$ cat config.mk
export PLATFORM = sky130hd
export DESIGN_NAME = mem_arbiter
export DESIGN_NICKNAME = d
export VERILOG_FILES = /design/src/rtl/mem_arbiter.sv
export SDC_FILE = /design/constraint.sdc
export NUM_CORES = 1
export LEC_CHECK = 0
export ABC_AREA = 1
export CORE_ASPECT_RATIO = 1.2
export CORE_UTILIZATION = 42
export DETAILED_ROUTE_END_ITERATION = 7
export PLACE_DENSITY = 0.79
export SLEW_MARGIN = 20
export SYNTH_ARGS = -nofsm -noshare
export SYNTH_HDL_FRONTEND = slang
export SYNTH_SLANG_ARGS = --single-unit
$ cat constraint.sdc
create_clock -name clock -period 1.3 [get_ports clock]
set_input_delay 0.26 -clock clock [delete_from_list [all_inputs] [get_ports clock]]
set_output_delay 0.26 -clock clock [all_outputs]
set_load 0.01 [all_outputs]
$ cat src/rtl/mem_arbiter.sv
// Two-requester round-robin arbiter that sequences single accesses into the
// single-port data Memory and returns read data to the winning requester.
module mem_arbiter #(
  parameter int ADDR_W = 4,
  parameter int DATA_W = 8
) (
  input  logic              clock,
  input  logic              reset,
  input  logic              req0,
  input  logic              we0,
  input  logic [ADDR_W-1:0] addr0,
  input  logic [DATA_W-1:0] wdata0,
  output logic              ack0,
  output logic [DATA_W-1:0] rdata0,
  input  logic              req1,
  input  logic              we1,
  input  logic [ADDR_W-1:0] addr1,
  input  logic [DATA_W-1:0] wdata1,
  output logic              ack1,
  output logic [DATA_W-1:0] rdata1,
  output logic [ADDR_W-1:0] mem_addr,
  output logic [DATA_W-1:0] mem_wdata,
  output logic              mem_read,
  output logic              mem_write,
  input  logic [DATA_W-1:0] mem_rdata,
  output logic              busy
);

  typedef enum logic [1:0] {
    IDLE   = 2'd0,
    ACCESS = 2'd1,
    DONE   = 2'd2
  } state_e;

  state_e            state_q, state_d;
  logic              ptr_q, ptr_d;
  logic              win_q, win_d;
  logic [ADDR_W-1:0] mem_addr_q, mem_addr_d;
  logic [DATA_W-1:0] mem_wdata_q, mem_wdata_d;
  logic              mem_read_q, mem_read_d;
  logic              mem_write_q, mem_write_d;
  logic              ack0_q, ack0_d;
  logic              ack1_q, ack1_d;
  logic [DATA_W-1:0] rdata0_q, rdata0_d;
  logic [DATA_W-1:0] rdata1_q, rdata1_d;
  logic              busy_q, busy_d;

  logic              grant_sel;

  // Lone requester wins outright; on contention the pointer decides.
  always_comb begin
    grant_sel = (req0 && req1) ? ptr_q : req1;
  end

  always_comb begin
    state_d     = state_q;
    ptr_d       = ptr_q;
    win_d       = win_q;
    mem_addr_d  = mem_addr_q;
    mem_wdata_d = mem_wdata_q;
    mem_read_d  = mem_read_q;
    mem_write_d = mem_write_q;
    ack0_d      = ack0_q;
    ack1_d      = ack1_q;
    rdata0_d    = rdata0_q;
    rdata1_d    = rdata1_q;
    busy_d      = busy_q;

    unique case (state_q)
      IDLE: begin
        mem_read_d  = 1'b0;
        mem_write_d = 1'b0;
        if (req0 || req1) begin
          win_d       = grant_sel;
          mem_addr_d  = grant_sel ? addr1 : addr0;
          mem_wdata_d = grant_sel ? wdata1 : wdata0;
          mem_write_d = grant_sel ? we1 : we0;
          mem_read_d  = grant_sel ? !we1 : !we0;
          busy_d      = 1'b1;
          state_d     = ACCESS;
        end
      end
      ACCESS: begin
        // Memory produced dataOut at the mid-cycle negedge; capture it now.
        mem_read_d  = 1'b0;
        mem_write_d = 1'b0;
        if (win_q) begin
          ack1_d = 1'b1;
          if (mem_read_q) rdata1_d = mem_rdata;
        end else begin
          ack0_d = 1'b1;
          if (mem_read_q) rdata0_d = mem_rdata;
        end
        ptr_d   = !win_q;
        state_d = DONE;
      end
      DONE: begin
        ack0_d  = 1'b0;
        ack1_d  = 1'b0;
        busy_d  = 1'b0;
        state_d = IDLE;
      end
      default: begin
        state_d = IDLE;
      end
    endcase
  end

  always_ff @(posedge clock) begin
    if (reset) begin
      state_q     <= IDLE;
      ptr_q       <= 1'b0;
      win_q       <= 1'b0;
      mem_addr_q  <= '0;
      mem_wdata_q <= '0;
      mem_read_q  <= 1'b0;
      mem_write_q <= 1'b0;
      ack0_q      <= 1'b0;
      ack1_q      <= 1'b0;
      rdata0_q    <= '0;
      rdata1_q    <= '0;
      busy_q      <= 1'b0;
    end else begin
      state_q     <= state_d;
      ptr_q       <= ptr_d;
      win_q       <= win_d;
      mem_addr_q  <= mem_addr_d;
      mem_wdata_q <= mem_wdata_d;
      mem_read_q  <= mem_read_d;
      mem_write_q <= mem_write_d;
      ack0_q      <= ack0_d;
      ack1_q      <= ack1_d;
      rdata0_q    <= rdata0_d;
      rdata1_q    <= rdata1_d;
      busy_q      <= busy_d;
    end
  end

  assign ack0      = ack0_q;
  assign ack1      = ack1_q;
  assign rdata0    = rdata0_q;
  assign rdata1    = rdata1_q;
  assign mem_addr  = mem_addr_q;
  assign mem_wdata = mem_wdata_q;
  assign mem_read  = mem_read_q;
  assign mem_write = mem_write_q;
  assign busy      = busy_q;

endmodule
# Word level (Yosys, flattened, before mapping)
# Index checks and enable logic that the tools add are counted.
# word_totals
in_bits	38
mem_bits_rw	0
latchBits	0
word_cells	50
reg_bits	37
output_inout_bits	33
mem_count	0
mem_bits_ro	0
# op_classes
n_reduce_logical	15
bitwise	1
order_cmp	0
eq_ne	5
addsub	0
n_shift	0
multipliers	0
div_mod_pow	0
n_mux	17
# op_table
operator	count
one-hot mux 1 bit (2 select lines)	5
2-to-1 mux 1 bit	8
2-to-1 mux 8 bit	1
AND reduction 2 bit	4
!= test 2 bit, second input constant	3
AND reduction 3 bit	2
nonzero test 2 bit	3
2-to-1 mux 4 bit	1
one-hot mux 2 bit (2 select lines)	1
logical NOT 1 bit	3
equality test 2 x 1 -> 1 bit, second input constant	1
equality test 2 bit, second input constant	1
logical NOT 2 bit	1
2-to-1 mux 2 bit	1
logical AND 1 bit	1
logical OR 1 bit	1
inverter 1 bit	1

# Longest topological paths before layout
# logic_depth
word_depth	5
mapped_depth	7
mapped_depth_nobuf	7

# Least setup slack after synthesis
# Ideal clock, no wire load.
# synth_timing
kind	register to register
start	register state_q[1]
end	register rdata1_q[1], in the netlist rdata1[1]
n_path_buf	2
setup_ns	0.118
synth_period_minus_slack_ns	1.014
path_slack_ns	0.286
required_time_ns	1.182
arrival_ns	0.896
stages_incl_launch_ff	7
cell_sequence	dfxtp_1 inv_2 nand2_2 buf_6 buf_6 nor3_1 nor2_1
# synth_via
elab_chain_cells	2
# synth_lines
element	line	rtl
start, declared	35	state_e state_q, state_d;
start signal, assigned	124	state_q <= state_d;
equality test 2 x 1 -> 1 bit	69	unique case (state_q)
AND reduction 3 bit (no source line)	--	
end signal, assigned	134	rdata1_q <= rdata1_d;
end, declared	45	logic [DATA_W-1:0] rdata1_q, rdata1_d;
# Every way passes these cells.
# A chain may end at the register's enable or synchronous reset.

# Worst setup path after layout
# layout_timing
start	input port req1
end	register mem_wdata_q[5], in the netlist mem_wdata[5]
# layout_via
elab_chain_cells	3
word_cells_on_any_way	5
classes_between	2 x mux; 3 x reduce/logical
# layout_lines
element	line	rtl
start, declared	15	input logic req1,
logical AND 1 bit	52	grant_sel = (req0 && req1) ? ptr_q : req1;
2-to-1 mux 1 bit	52	
2-to-1 mux 8 bit	76	mem_wdata_d = grant_sel ? wdata1 : wdata0;
end signal, assigned	128	mem_wdata_q <= mem_wdata_d;
end, declared	39	logic [DATA_W-1:0] mem_wdata_q, mem_wdata_d;
# Several ways; a longest one is shown, not always the timed one.

==> qor.yml <==
final_layout:
  fin_area_um2: 2586
  multi_input_area_um2: 777.0
  area_growth_pct: 49.57
  drive_gt1_share_pct: 10.67
  diodes: 0
  fin_cells: 382
  fill_cells: 398
  register_area_um2: 740.7
  nets: 366
global_route:
  grtUsageTotal_pct: 21.52
  grt_overflow_total: 0
  grt_max_degree: 29
  first_global_vias: 1747
  antenna_found_initial: 0
  grt_pass1_wl_mm: 7.113
drt:
  vias: 1800
  avgRoutedWirePerCell_um: 11.57
  drtIter0Drc: 75
  ant_nets: 0
  route.detailed.drc: 0
  drtPass1Iterations: 4
  wl_mm: 4.419
  vias_per_cell: 4.712
sta:
  hold_ws_ns: 0.4554
  tightest_slew_ns: 0.3525
  period_needed_ns: 1.215
  finalSetupTns_ns: 0
  slew_headroom_pct: 76.26
  hold_violations: 0
  final_max_slew_viol_count: 0
  skew_ns: 0.008300
  max_freq_mhz: 822.7
  fin_crit_sh_pct: 93.50
  setup_viol: 0
clocking:
  clock-sinks: 37
  cts_max_path_buffers: 2
  root_buffer: "clkbuf_8"
  clk_pin_slew_ns: 0.07
  cts_tree: "built"
  cts_buffers: 5
  clk_latency_ns: 0.29
  postCtsSetupBuffers: 0
  htreeDepth: 2
hold_path:
  holdPathStages: 2
  hp-class: "flop to flop"
logic_synthesis:
  synth-compound-area-share_pct: 11.14
  syn_area_um2: 1729
  synthTopCellsByCount: "47 x nand2_1, 45 x nor2_1, 37 x dfxtp_1"
  synth.area.mux_share_pct: 0
  yosys_warnings: 0
  synthTopCellsByArea: "dfxtp_1 43%, nand2_1 10%, nor2_1 9.8%, inv_1 6.5%, nand3_1 4.9%"
  synth_top_family_by_area: "simple AND/OR/NAND/NOR gates"
  synth_top_flop_cell: "dfxtp_1"
  ys_seq_area_share_pct: 42.84
  synth-edff-count: 0
  syn_nets: 287
  synthMostInstantiatedCell: "nand2_1"
  synth_area_per_cell_um2: 6.944
  async_flop_share_pct: 0
  synth_area_leader_cell: "dfxtp_1"
  yosys.area_share.xor_xnor_pct: 0
  yosys_register_bits: 37
  synth-simple-area-share_pct: 32.78
  synth_top_area_share_pct: 42.84
  ys_types: 22
  synthAdderAreaFrac_pct: 0
  syn_inst: 249
pwr:
  p_total_w: 0.002841
  internal_power_w: 0.002079
  p_clk_share_pct: 33.7
  switching_share_pct: 26.82
  ir_drop_uv: 721.0
  power_density_nw_per_um2: 1099
  switchingPower_w: 0.0007620
  power.leakage_nw: 1.298
  comb_power_share_pct: 22.4
  power_frac_seq_pct: 43.9
die:
  start_util_pct: 43.87
  io_pins: 71
  rows: 25
  core_area_um2: 3941
  die_y_um: 72.29
  die_w_um: 60.58
  die_area_um2: 4379
flow_run:
  drv_cap: 0
setup_path:
  cp_cell_sequence: "clkdlybuf4s50_1 > buf_4 > o21ai_2 > buf_4 > nand2_1 > nand2_1 > nor2_1"
  critPathKind: "input port to flop"
  crit_slowest_cell: "clkdlybuf4s50_1"
  slowest_delay_ns: 0.45
  cp-end-kind: "flop"
  path_max_fanout: 10
  crit_required_ns: 1.49
  cp-start-kind: "input port"
  cp.arrival_ns: 1.40
  crit_cells: 7
  reg2reg_depth: 8
  path_buf_inv: 3
  critPathTopFamily: "buffers and inverters"
placement:
  dpl.cell_count: 375
  gp_congestion: 0.8153
  io_buffers: 70
  dp_hpwl_mm: 3.165
  place_area_um2: 2506
status:
  outcome: "complete, no violations"
==> layer usage <==
metal	global-route usage, %	vias up	part of all wire [%]
li1	-	936	-
met1	23.54	802	43
met2	38.71	55	49
met3	6.061	7	6.6
met4	7.576	0	1.3
met5	0	-	0
==> power groups by stage <==
stage | logic (W) | registers, W | clock network, W
global placement | 0.000662 | 0.00127 | 0
global route | 0.000707 | 0.00126 | 0.00102
floorplan | 0.000316 | 0.00131 | 0
detailed placement | 0.000669 | 0.00127 | 0
CTS | 0.000632 | 0.00125 | 0.000976
finish | 0.000636 | 0.00125 | 0.000957
==> path summary, 6_finish.rpt <==
| kind | from | endpoint | slack [ns] |
|---|---|---|---|
| hold / removal | ack0$_SDFFE_PP0P_ | ack0$_SDFFE_PP0P_ | 0.46 |
| setup reg to reg | state_q[0]$_SDFFE_PP0P_ | mem_wdata[5]$_SDFFE_PP0P_ | 0.12 |
| hold reg to reg | ack0$_SDFFE_PP0P_ | ack0$_SDFFE_PP0P_ | 0.46 |
| setup / recovery | req1 | mem_wdata[5]$_SDFFE_PP0P_ | 0.08 |
==> worst reg2reg max path, stage by stage (launching register included) <==
cell     delay (ns)
dfxtp_1        0.35
buf_4          0.15
inv_1          0.04
nand2_1        0.06
nor2_2         0.11
buf_4          0.15
nand2_1        0.05
nor2_1         0.10
nor2_1         0.05
==> flip-flops by register name, summed over array words and instances, names as in the netlist <==
signal	flops
mem_wdata	8
rdata0	8
rdata1	8
mem_addr	4
state_q	2
ack0	1
ack1	1
busy	1
mem_read	1
mem_write	1
ptr_q	1
win_q	1
==> stage by stage <==
step	setup slack, ns	utilization, %
floorplan	0.2864	-
global placement	-0.1659	63.59
detailed placement	-0.1890	63.59
CTS	0.07358	65.17
global route	-0.003640	65.62
finish	0.08453	65.62
==> timing repair <==
action,CTS,global route
endpoints found under the setup margin,33,17
hold buffers,0,0
cloned,0,0
resized for setup,33,4
==> cell type report <==
cell class | count | share of cell area [%]
Clock inverter | 2 | 1.355
Timing Repair Buffer | 84 | 30.04
Tap cell | 54 | 2.612
Sequential cell | 37 | 28.64
Multi-Input combinational cell | 168 | 30.04
Inverter | 32 | 4.644
Clock buffer | 5 | 2.661
==> layout by cell type, fill, tap and decap left out, types with 2 or more instances in the layout <==
cell              n
nor2_1           44
nand2_1          47
a21oi_1          14
clkbuf_8          5
nor2_4            2
inv_1            30
nand2_2           3
o21ai_0          17
buf_4            13
dfxtp_1          37
clkdlybuf4s50_1  37
inv_2             2
nor2_2            2
nor3_1           15
nand3_1          17
dlygate4sd2_1    33
==> cell families (layout without fill, tap and decap cells) <==
family                 after synthesis  in the layout
AO/OA/AOI/OAI                       35             35
AND/OR/NAND/NOR                    133            133
flip-flops                          37             37
buffers and inverters               44            123
Power figures use the tool's default switching activity.
